`src/rtl/adc_serial_sampler_if.sv`:
```
// ---------------------------------------------------------------------------
// adc_serial_sampler_if
//
// Purpose: bundles the signals of the ADC acquisition block. It carries the
// serial link to the external read-only temperature-sensor ADC, the averaged
// sample handed to the temperature calculator, and the status/control level
// signals.
//
// Signals:
//   enable     : level, high = acquire continuously        (env -> sampler)
//   adc_sdo    : serial data from the ADC, MSB first        (ADC -> sampler)
//   adc_convst : conversion-start pulse to the ADC          (sampler -> ADC)
//   adc_cs_n   : ADC chip select, active low                (sampler -> ADC)
//   adc_sclk   : serial clock to the ADC                    (sampler -> ADC)
//   adc_data   : averaged sample, held between updates      (sampler -> env)
//   adc_valid  : one-cycle strobe, adc_data updated         (sampler -> env)
//   busy       : high whenever the sampler is not idle      (sampler -> env)
//
// Modports:
//   master : the sampler itself (drives the ADC link and the result)
//   slave  : the surrounding environment (ADC device and consumer)
// ---------------------------------------------------------------------------
interface adc_serial_sampler_if #(
    parameter int DATA_W = 16
) ();

    logic              enable;
    logic              adc_sdo;
    logic              adc_convst;
    logic              adc_cs_n;
    logic              adc_sclk;
    logic [DATA_W-1:0] adc_data;
    logic              adc_valid;
    logic              busy;

    modport master (
        input  enable,
        input  adc_sdo,
        output adc_convst,
        output adc_cs_n,
        output adc_sclk,
        output adc_data,
        output adc_valid,
        output busy
    );

    modport slave (
        output enable,
        output adc_sdo,
        input  adc_convst,
        input  adc_cs_n,
        input  adc_sclk,
        input  adc_data,
        input  adc_valid,
        input  busy
    );

endinterface

```
`src/rtl/adc_serial_sampler.sv`:
```
// ---------------------------------------------------------------------------
// adc_serial_sampler
//
// Purpose: upstream acquisition stage for the temperature calculator. Drives
// an external SPI-style, read-only ADC: pulses convst, waits the conversion
// time, clocks out one DATA_W-bit frame MSB first, and averages 2^AVG_LOG2
// consecutive samples. The truncated average is presented on adc_data with a
// one-cycle adc_valid strobe; adc_data is held between updates so that a
// combinational consumer can use it directly.
//
// Parameters:
//   DATA_W    : width of one ADC sample and of adc_data
//   CLK_DIV   : clk cycles per sclk half-period (>= 1)
//   CONV_WAIT : clk cycles spent in CONVERT before shifting (>= 1)
//   AVG_LOG2  : log2 of the number of samples averaged (0 = no averaging)
//
// Ports:
//   clk : system clock, rising edge
//   rst : asynchronous, active-high reset; aborts any frame immediately
//   bus : adc_serial_sampler_if.master (enable, adc_sdo in; adc_convst,
//         adc_cs_n, adc_sclk, adc_data, adc_valid, busy out)
//
// All outputs come straight from registers. Each register is loaded on the
// same edge that moves the FSM into the state the output belongs to, so the
// outputs line up cycle-for-cycle with the state.
// ---------------------------------------------------------------------------
module adc_serial_sampler #(
    parameter int DATA_W    = 16,
    parameter int CLK_DIV   = 4,
    parameter int CONV_WAIT = 8,
    parameter int AVG_LOG2  = 2
) (
    input  logic                    clk,
    input  logic                    rst,
    adc_serial_sampler_if.master    bus
);

    localparam int ACC_W  = DATA_W + AVG_LOG2;
    localparam int DIV_W  = (CLK_DIV > 1) ? $clog2(CLK_DIV) : 1;
    localparam int CNV_W  = (CONV_WAIT > 1) ? $clog2(CONV_WAIT) : 1;
    localparam int HALF_W = $clog2(2 * DATA_W);
    localparam int CNT_W  = (AVG_LOG2 > 0) ? AVG_LOG2 : 1;

    localparam logic [DIV_W-1:0]  DIV_LAST  = DIV_W'(CLK_DIV - 1);
    localparam logic [CNV_W-1:0]  CONV_LAST = CNV_W'(CONV_WAIT - 1);
    localparam logic [HALF_W-1:0] HALF_LAST = HALF_W'(2 * DATA_W - 1);
    localparam logic [CNT_W-1:0]  CNT_LAST  = CNT_W'((2 ** AVG_LOG2) - 1);

    typedef enum logic [2:0] {
        IDLE,
        CONVERT,
        SHIFT,
        ACCUM,
        OUTPUT
    } state_t;

    state_t              state_q;
    logic [CNV_W-1:0]    conv_cnt_q;
    logic [DIV_W-1:0]    div_q;
    logic [HALF_W-1:0]   half_q;
    logic [DATA_W-1:0]   shift_q;
    logic [ACC_W-1:0]    acc_q;
    logic [CNT_W-1:0]    cnt_q;

    logic                convst_q;
    logic                cs_n_q;
    logic                sclk_q;
    logic [DATA_W-1:0]   data_q;
    logic                valid_q;
    logic                busy_q;

    // Running sum including the sample that has just been shifted in.
    logic [ACC_W-1:0]    acc_sum_d;

    // Divide by 2^AVG_LOG2 with plain truncation (no rounding). The
    // accumulator is wide enough that the quotient always fits DATA_W.
    function automatic logic [DATA_W-1:0] avg_trunc(input logic [ACC_W-1:0] sum);
        return DATA_W'(sum >> AVG_LOG2);
    endfunction

    assign acc_sum_d = acc_q + ACC_W'(shift_q);

    always_ff @(posedge clk or posedge rst) begin
        if (rst) begin
            state_q    <= IDLE;
            conv_cnt_q <= '0;
            div_q      <= '0;
            half_q     <= '0;
            shift_q    <= '0;
            acc_q      <= '0;
            cnt_q      <= '0;
            convst_q   <= 1'b0;
            cs_n_q     <= 1'b1;
            sclk_q     <= 1'b0;
            data_q     <= '0;
            valid_q    <= 1'b0;
            busy_q     <= 1'b0;
        end else begin
            // Both strobes are single-cycle; only a state entry re-arms them.
            convst_q <= 1'b0;
            valid_q  <= 1'b0;

            case (state_q)
                IDLE: begin
                    if (bus.enable) begin
                        state_q    <= CONVERT;
                        conv_cnt_q <= '0;
                        convst_q   <= 1'b1;
                        busy_q     <= 1'b1;
                    end
                end

                CONVERT: begin
                    if (conv_cnt_q == CONV_LAST) begin
                        state_q <= SHIFT;
                        cs_n_q  <= 1'b0;
                        sclk_q  <= 1'b0;
                        div_q   <= '0;
                        half_q  <= '0;
                    end else begin
                        conv_cnt_q <= conv_cnt_q + CNV_W'(1);
                    end
                end

                SHIFT: begin
                    // half_q counts sclk half-periods; even halves are low,
                    // odd halves high, so there are DATA_W rising edges.
                    if (div_q == DIV_LAST) begin
                        div_q <= '0;
                        // The edge that raises sclk also samples adc_sdo.
                        if (!sclk_q) begin
                            shift_q <= {shift_q[DATA_W-2:0], bus.adc_sdo};
                        end
                        if (half_q == HALF_LAST) begin
                            // Last falling sclk coincides with cs_n release.
                            state_q <= ACCUM;
                            cs_n_q  <= 1'b1;
                            sclk_q  <= 1'b0;
                        end else begin
                            sclk_q <= ~sclk_q;
                            half_q <= half_q + HALF_W'(1);
                        end
                    end else begin
                        div_q <= div_q + DIV_W'(1);
                    end
                end

                ACCUM: begin
                    // enable is only honoured here so a frame is never cut.
                    if (!bus.enable) begin
                        state_q <= IDLE;
                        acc_q   <= '0;
                        cnt_q   <= '0;
                        busy_q  <= 1'b0;
                    end else if (cnt_q == CNT_LAST) begin
                        state_q <= OUTPUT;
                        acc_q   <= acc_sum_d;
                        data_q  <= avg_trunc(acc_sum_d);
                        valid_q <= 1'b1;
                    end else begin
                        state_q    <= CONVERT;
                        acc_q      <= acc_sum_d;
                        cnt_q      <= cnt_q + CNT_W'(1);
                        conv_cnt_q <= '0;
                        convst_q   <= 1'b1;
                    end
                end

                OUTPUT: begin
                    acc_q <= '0;
                    cnt_q <= '0;
                    if (bus.enable) begin
                        state_q    <= CONVERT;
                        conv_cnt_q <= '0;
                        convst_q   <= 1'b1;
                    end else begin
                        state_q <= IDLE;
                        busy_q  <= 1'b0;
                    end
                end

                default: begin
                    state_q <= IDLE;
                    acc_q   <= '0;
                    cnt_q   <= '0;
                    cs_n_q  <= 1'b1;
                    sclk_q  <= 1'b0;
                    busy_q  <= 1'b0;
                end
            endcase
        end
    end

    assign bus.adc_convst = convst_q;
    assign bus.adc_cs_n   = cs_n_q;
    assign bus.adc_sclk   = sclk_q;
    assign bus.adc_data   = data_q;
    assign bus.adc_valid  = valid_q;
    assign bus.busy       = busy_q;

endmodule

```
`src/flat_wrapper.sv`:
```
// flat-port wrapper written by rule: the top's interface ports become plain ports
module adc_serial_sampler_flat 
#(
    parameter int DATA_W    = 16,
    parameter int CLK_DIV   = 4,
    parameter int CONV_WAIT = 8,
    parameter int AVG_LOG2  = 2
)
  (clk, rst, bus_enable, bus_adc_sdo, bus_adc_convst, bus_adc_cs_n, bus_adc_sclk, bus_adc_data, bus_adc_valid, bus_busy);
  adc_serial_sampler_if #(.DATA_W(DATA_W)) bus_i ();
  input  logic clk;
  input  logic rst;
  input wire logic [$bits(bus_i.enable)-1:0] bus_enable;
  input wire logic [$bits(bus_i.adc_sdo)-1:0] bus_adc_sdo;
  output wire logic [$bits(bus_i.adc_convst)-1:0] bus_adc_convst;
  output wire logic [$bits(bus_i.adc_cs_n)-1:0] bus_adc_cs_n;
  output wire logic [$bits(bus_i.adc_sclk)-1:0] bus_adc_sclk;
  output wire logic [$bits(bus_i.adc_data)-1:0] bus_adc_data;
  output wire logic [$bits(bus_i.adc_valid)-1:0] bus_adc_valid;
  output wire logic [$bits(bus_i.busy)-1:0] bus_busy;
  assign bus_i.enable = bus_enable;
  assign bus_i.adc_sdo = bus_adc_sdo;
  assign bus_adc_convst = bus_i.adc_convst;
  assign bus_adc_cs_n = bus_i.adc_cs_n;
  assign bus_adc_sclk = bus_i.adc_sclk;
  assign bus_adc_data = bus_i.adc_data;
  assign bus_adc_valid = bus_i.adc_valid;
  assign bus_busy = bus_i.busy;
  adc_serial_sampler #(.DATA_W(DATA_W), .CLK_DIV(CLK_DIV), .CONV_WAIT(CONV_WAIT), .AVG_LOG2(AVG_LOG2)) u_core (.clk(clk), .rst(rst), .bus(bus_i));
endmodule
```
`config.mk`:
```
export PLATFORM = sky130hd
export DESIGN_NAME = adc_serial_sampler_flat
export DESIGN_NICKNAME = d
export VERILOG_FILES = /design/src/rtl/adc_serial_sampler_if.sv /design/src/rtl/adc_serial_sampler.sv /design/src/flat_wrapper.sv
export SDC_FILE = /design/constraint.sdc
export NUM_CORES = 1
export LEC_CHECK = 0
export CORE_MARGIN = 10
export CORE_UTILIZATION = 40
export DETAILED_ROUTE_END_ITERATION = 10
export DONT_BUFFER_PORTS = 1
export PLACE_DENSITY = 0.59
export SYNTH_ARGS = -nofsm -noshare
export SYNTH_HDL_FRONTEND = slang
export SYNTH_SLANG_ARGS = --single-unit
```
`constraint.sdc`:
```
create_clock -name clk -period 2.7 [get_ports clk]
set_input_delay 0.405 -clock clk [delete_from_list [all_inputs] [get_ports clk]]
set_output_delay 0.405 -clock clk [all_outputs]
set_load 0.03 [all_outputs]
```
==> impl_metrics.yaml, run 1 <==
floorplanning:
  initial_utilization: 0.415
  die_area_sq_um: 13400
  die_h_um: 116
  rows: 34
  io_pins: 25
  core_area_sq_um: 8850
  dieWidth_um: 116
synthesis:
  synthFlopType: "dfrtp_1"
  yosysMostFrequentCell: "dfrtp_1"
  ys_types: 51
  synthArstFlopShare: 1.00
  synth-seq-cells: 70
  syn_nets: 384
  syn_area_sq_um: 3670
  synth_warnings: 0
  synth_cells: 357
  synth_edf_count: 0
  synth_top_area_cell: "dfrtp_1"
  synth_area_leaders: "dfrtp_1 (47%), ha_1 (7.5%), mux2_2 (5.8%), nand2_1 (4.9%), o21ai_0 (4.0%)"
  yosysSeqAreaShare: 0.477
  synth.top_cell.area_share: 0.470
  synth_common_cells: "dfrtp_1 (69), nand2_1 (48), o21ai_0 (29), ha_1 (22)"
  syn_avg_cell_area_sq_um: 10.3
global_routing:
  grt_pass1_vias: 2640
  overflow: 0
  antenna_found_initial: 0
  grt_max_degree: 42
  grt_pass1_wl_um: 13700
  grt_usage: 0.126
worst_setup_path:
  crit_path_start_kind: "flop"
  end_kind: "flop"
  critPathArrivalTime_ns: 2.67
  path_class: "reg2reg"
  cp.required_ns: 2.93
  worstPathMaxFanout: 5
timing:
  fmax_ghz: 0.410
  rsz0062_at_grt: "false"
  maxSlewHeadroom: 0.565
  period_needed_ns: 2.44
  skew_ns: 0.00867
  finalSetupTns_ns: 0
  drv_slew: 0
  worstMarginPinSlew_ns: 0.652
  worst_hold_slack_ns: 0.0244
  setup_viol: 0
  hold_violations: 0
  finalCritPeriodShare: 0.904
clock_network:
  cts_buffers: 9
  clockBufferDepth: 2
  cts_resized: 0
  cts-root-buf: "clkbuf_8"
  ctsHoldBuffers: 0
  clock_sinks: 70
  post_cts.repair.setup_buffers: 0
  insertion_delay_ns: 0.35
  clkTransAtPathRegs_ns: 0.08
  htree_levels: 3
  cts_tree: "done"
placed_design:
  place.gp.congestion: 0.845
  io_buffers: 0
  place_hpwl_um: 5630
drt:
  vias: 2662
  ant_nets: 0
  wl_met1_um: 3890
  finalWirelength_um: 7970
  drtPass1Iterations: 4
  post_drt_wl_per_cell_um: 16.7
  wl_met2_um: 3580
  vias_per_cell: 5.59
  drtIter0Drc: 166
  met3WireLength_um: 426
  top_layer_used: "met4"
  drc: 0
cells_and_area:
  drive_above_1_share: 0.149
  areaGrowthSynthToFinish_pct: 9.91
  n_fill_cell: 833
  diodes: 0
  nNetsFinal: 390
outcome:
  status: "complete, no violations"
flow_run:
  drv_cap: 0
pwr:
  ir_worst_vdd_v: 0.000200
  leakage_nw: 1.95
  power.density_nw_per_um2: 492
hold_path:
  worst_hold_path_type: "in2async"
-- placed cells by master (no fill, tap or decap), types with 3 or more instances in the layout --
| master | synthesis | final |
|---|---|---|
| buf_4 | 0 | 6 |
| o31ai_1 | 3 | 3 |
| inv_1 | 15 | 14 |
| nor3_1 | 7 | 6 |
| ha_1 | 22 | 22 |
| dfrtp_1 | 69 | 69 |
| a22o_1 | 11 | 11 |
| and3_1 | 4 | 4 |
| nor2b_1 | 4 | 4 |
| mux2_2 | 19 | 19 |
| xor2_1 | 4 | 4 |
| nand4_1 | 5 | 5 |
| nand2b_1 | 4 | 4 |
| xnor2_1 | 10 | 10 |
| nand3_1 | 8 | 8 |
| nand2_1 | 48 | 48 |
| clkbuf_8 | 0 | 10 |
| o21a_1 | 6 | 6 |
| or4_1 | 3 | 3 |
| a21oi_1 | 19 | 19 |
| nor2_1 | 15 | 15 |
| o21ai_0 | 29 | 29 |
| a21o_1 | 4 | 4 |
-- final timing paths --
kind,slack (ns),start,cells after the start,end
worst max-delay path,0.26,u_core.acc_q[4]$_DFFE_PP0P_,7,u_core.bus.adc_data[13]$_DFFE_PP0P_
worst min-delay path,0.02,rst,1,u_core.bus.adc_data[0]$_DFFE_PP0P_
worst max register to register,0.26,u_core.acc_q[4]$_DFFE_PP0P_,7,u_core.bus.adc_data[13]$_DFFE_PP0P_
worst min register to register,0.48,u_core.conv_cnt_q[0]$_DFFE_PP0P_,1,u_core.conv_cnt_q[0]$_DFFE_PP0P_
max in group asynchronous,2.04,rst,2,u_core.shift_q[13]$_DFFE_PP0P_
min in group clk,0.21,bus_adc_sdo,1,u_core.shift_q[0]$_DFFE_PP0P_
-- cells by family after synthesis --
logic type / count (synthesis) / synth area share
AO/OA/AOI/OAI: 97 / 0.182
XOR/XNOR: 14 / 0.0334
adder cells (fa/ha/maj): 23 / 0.0804
buffers and inverters: 27 / 0.0283
flip-flops: 70 / 0.477
multiplexers: 22 / 0.0678
AND/OR/NAND/NOR: 104 / 0.131
-- critical path, stage by stage (launching register included) --
cell,delay [ns]
dfrtp_1,0.39
ha_1,0.38
and3_1,0.23
a221oi_2,0.46
o211ai_2,0.20
a22o_1,0.24
xor2_1,0.16
mux2_4,0.26
-- through the flow --
step	area [sq um]	setup WS [ns]	power, mW	std cells	utilization
finish	4040	0.260	1.98	476	0.456
global route	4040	0.0683	2.07	476	0.456
CTS	4040	0.262	2.01	476	0.456
detailed placement	3830	0.292	1.13	460	0.433
global placement	3830	0.351	1.13	460	0.433
floorplan	3670	0.478	1.11	357	-
-- flip-flops by register name, indices dropped and copies added, names as in the netlist --
name                   cells
u_core.bus.adc_cs_n        1
u_core.bus.busy            1
u_core.div_q               2
u_core.shift_q            16
u_core.bus.adc_data       16
u_core.half_q              5
u_core.conv_cnt_q          3
u_core.bus.adc_sclk        1
u_core.bus.adc_convst      1
u_core.acc_q              18
u_core.bus.adc_valid       1
u_core.state_q             3
u_core.cnt_q               2
-- where the power goes --
group / switching, mW / leakage (nW) / internal (mW)
Clock: 0.419 / 0.103 / 0.458
Sequential: 0.00290 / 0.902 / 1.05
Combinational: 0.0359 / 0.950 / 0.0167
-- layer usage --
metal,track usage,up-vias
met4,0.0392,0
met1,0.170,1304
li1,-,1302
met2,0.191,47
met3,0.0367,9
met5,0,-
-- final cells by class --
type	instances	area (sq um)	share of cell area
multi-input combinational	260	1820	0.451
sequential	70	1750	0.434
inverter	15	56.3	0.0139
timing repair buffer	7	65.1	0.0161
tap	108	135	0.0335
clock buffer	10	138	0.0341
clock inverter	6	68.8	0.0170
No activity file was read; power rests on OpenSTA's default activity.
==> run 2, diff against run 1 <==
--- a/config.mk
+++ b/config.mk
@@ -7,6 +7,7 @@
 export LEC_CHECK = 0
 export CORE_MARGIN = 10
 export CORE_UTILIZATION = 40
+export CTS_BUF_LIST = sky130_fd_sc_hd__clkbuf_16
 export DETAILED_ROUTE_END_ITERATION = 10
 export DONT_BUFFER_PORTS = 1
 export PLACE_DENSITY = 0.59
==> constraint.sdc (replaced) <==
create_clock -name clk -period 2.4 [get_ports clk]
set_input_delay 0.36 -clock clk [delete_from_list [all_inputs] [get_ports clk]]
set_output_delay 0.36 -clock clk [all_outputs]
set_load 0.03 [all_outputs]
==> run 2 against run 1 <==
Design area increased by 6.4%. Via count increased by 4.6%. Power increased by 33%. Wire length increased by 5.5%. Clock-buffer cell count decreased by 1. Core utilization increased by 2.9 points. Cell count increased by 3.8%. Critical path depth increased by 5. Critical path type unchanged.
==> impl_metrics.yaml, run 2 (synthesis results as in run 1) <==
worst_setup_path:
  path_class: "reg2reg"
  crit_path_start_kind: "flop"
  critPathSlowestCell: "dfrtp_1"
  regToRegSetupSlack_ns: 0.07
  end_kind: "flop"
  cp_slowest_stage_delay_ns: 0.38
  cp_common_cell: "buf_4"
  critPathArrivalTime_ns: 2.55
  crit_chain: "ha_1 > nor2b_2 > buf_4 > buf_4 > buf_4 > buf_4 > buf_4 > buf_4 > o21a_1 > nor2_2 > xnor2_2 > a22o_1"
  path_delay_family: "buffers and inverters"
  crit_buf_inv: 6
  worstPathMaxFanout: 4
  cp.required_ns: 2.62
cells_and_area:
  n_fill_cell: 801
  regMostFlops: "u_core.acc_q"
  finalInstanceArea_sq_um: 4300
  nNetsFinal: 408
  largest_register_ffs: 18
  mostFrequentLayoutCells: "dfrtp_1 (69), nand2_1 (48), o21ai_0 (29)"
  diodes: 0
  stdcell_count: 494
  mostFrequentLayoutCell: "dfrtp_1"
  drive_above_1_share: 0.192
  areaGrowthSynthToFinish_pct: 17.0
drt:
  ant_nets: 0
  drc: 0
  post_drt_wl_per_cell_um: 17.0
  drtIter0Drc: 198
  drtPass1Iterations: 4
  finalWirelength_um: 8410
  vias_per_cell: 5.64
  vias: 2785
pwr:
  clkPwrFrac: 0.521
  internal_power_mw: 2.11
  seqPwrFrac: 0.449
  p_switching_mw: 0.536
  power.density_nw_per_um2: 616
  leakage_nw: 2.09
  combPwrFrac: 0.030
  switching_share: 0.203
  ir_worst_vdd_v: 0.000341
global_routing:
  grt_usage: 0.134
  grt_max_degree: 34
  overflow: 0
  grt_pass1_vias: 2777
  grt_pass1_wl_um: 14400
  antenna_found_initial: 0
flow_run:
  drv_cap: 0
timing:
  drv_slew: 0
  worst_slack_ns: 0.0663
  hold_violations: 0
  fmax_ghz: 0.429
  maxSlewHeadroom: 0.693
  finalSetupTns_ns: 0
  period_needed_ns: 2.33
  skew_ns: 0.00870
  rsz0062_at_grt: "true"
  setup_viol: 0
  worstMarginPinSlew_ns: 0.460
  finalCritPeriodShare: 0.972
placed_design:
  place_inst: 467
  dpl_worst_slack_ns: 0.00730
  place_hpwl_um: 5850
  placed_area_sq_um: 3870
  place.gp.congestion: 0.817
  io_buffers: 0
clock_network:
  cts_tree: "done"
  cts_buffers: 9
  clockBufferDepth: 2
  clkTransAtPathRegs_ns: 0.05
  cts-root-buf: "clkbuf_16"
  clock_sinks: 70
  htree_levels: 3
  insertion_delay_ns: 0.33
outcome:
  status: "complete, no violations"
floorplanning:
  die_h_um: 116
  io_pins: 25
  core_area_sq_um: 8850
  rows: 34
  die_area_sq_um: 13400
  dieWidth_um: 116
  initial_utilization: 0.415
hold_path:
  worst_hold_path_type: "in2reg"
[run 2: changes by cell type in the layout (fill, tap and decap cells not counted), sizes merged]
cell         delta
bufinv          +1
clkbuf          -1
clkinv          +2
inv             -1
buf            +17
dlygate4sd3     +1
clkinvlp        -1
[run 2: final timing paths]
kind / startpoint / end / cells after the start
max in group asynchronous: rst / u_core.acc_q[12]$_DFFE_PP0P_ / 3
max: u_core.acc_q[2]$_DFFE_PP0P_ / u_core.acc_q[4]$_DFFE_PP0P_ / 12
min in group asynchronous: rst / u_core.half_q[2]$_DFFE_PP0P_ / 2
min: bus_adc_sdo / u_core.shift_q[0]$_DFFE_PP0P_ / 1
max reg2reg: u_core.acc_q[2]$_DFFE_PP0P_ / u_core.acc_q[4]$_DFFE_PP0P_ / 12
min reg2reg: u_core.conv_cnt_q[0]$_DFFE_PP0P_ / u_core.conv_cnt_q[0]$_DFFE_PP0P_ / 1
[run 2: routing by layer]
metal,GRT usage,share of wire,up-vias
met1,0.172,0.47,1379
met5,0,0,-
li1,-,-,1340
met3,0.0326,0.047,9
met4,0.0634,0.011,0
met2,0.209,0.47,57
[run 2: power groups by stage]
stage | sequential [mW] | combinational [mW] | clock, mW
detailed placement | 1.21 | 0.0630 | 0
finish | 1.19 | 0.0788 | 1.38
global route | 1.19 | 0.0892 | 1.47
global placement | 1.21 | 0.0619 | 0
CTS | 1.19 | 0.0730 | 1.41
floorplan | 1.21 | 0.0444 | 0
[run 2: repair_timing]
action	in CTS	in global routing
endpoints found under the hold margin	14	0
buffers inserted	6	4
gates resized for setup	2	5
pin swaps	2	3
endpoints found under the setup margin	2	7
hold buffers	1	0
[run 2: metrics by stage]
| step | total power, mW | hold WS, ns | util |
|---|---|---|---|
| 6_report | 2.65 | 0.185 | 0.485 |
| 5_1_grt | 2.75 | 0.171 | 0.485 |
| 4_1_cts | 2.67 | 0.175 | 0.479 |
| 3_5_place_dp | 1.27 | 0.247 | 0.437 |
| 3_3_place_gp | 1.27 | 0.240 | 0.437 |
| 2_1_floorplan | 1.25 | 0.455 | - |
[run 2: area by class of cell]
type,instances,area [sq um],area share
Clock inverter,7,80.1,0.0186
Timing Repair Buffer,25,190,0.0443
Inverter,15,56.3,0.0131
Sequential cell,70,1750,0.408
Clock buffer,9,225,0.0524
Multi-Input combinational cell,260,1860,0.432
Tap cell,108,135,0.0315
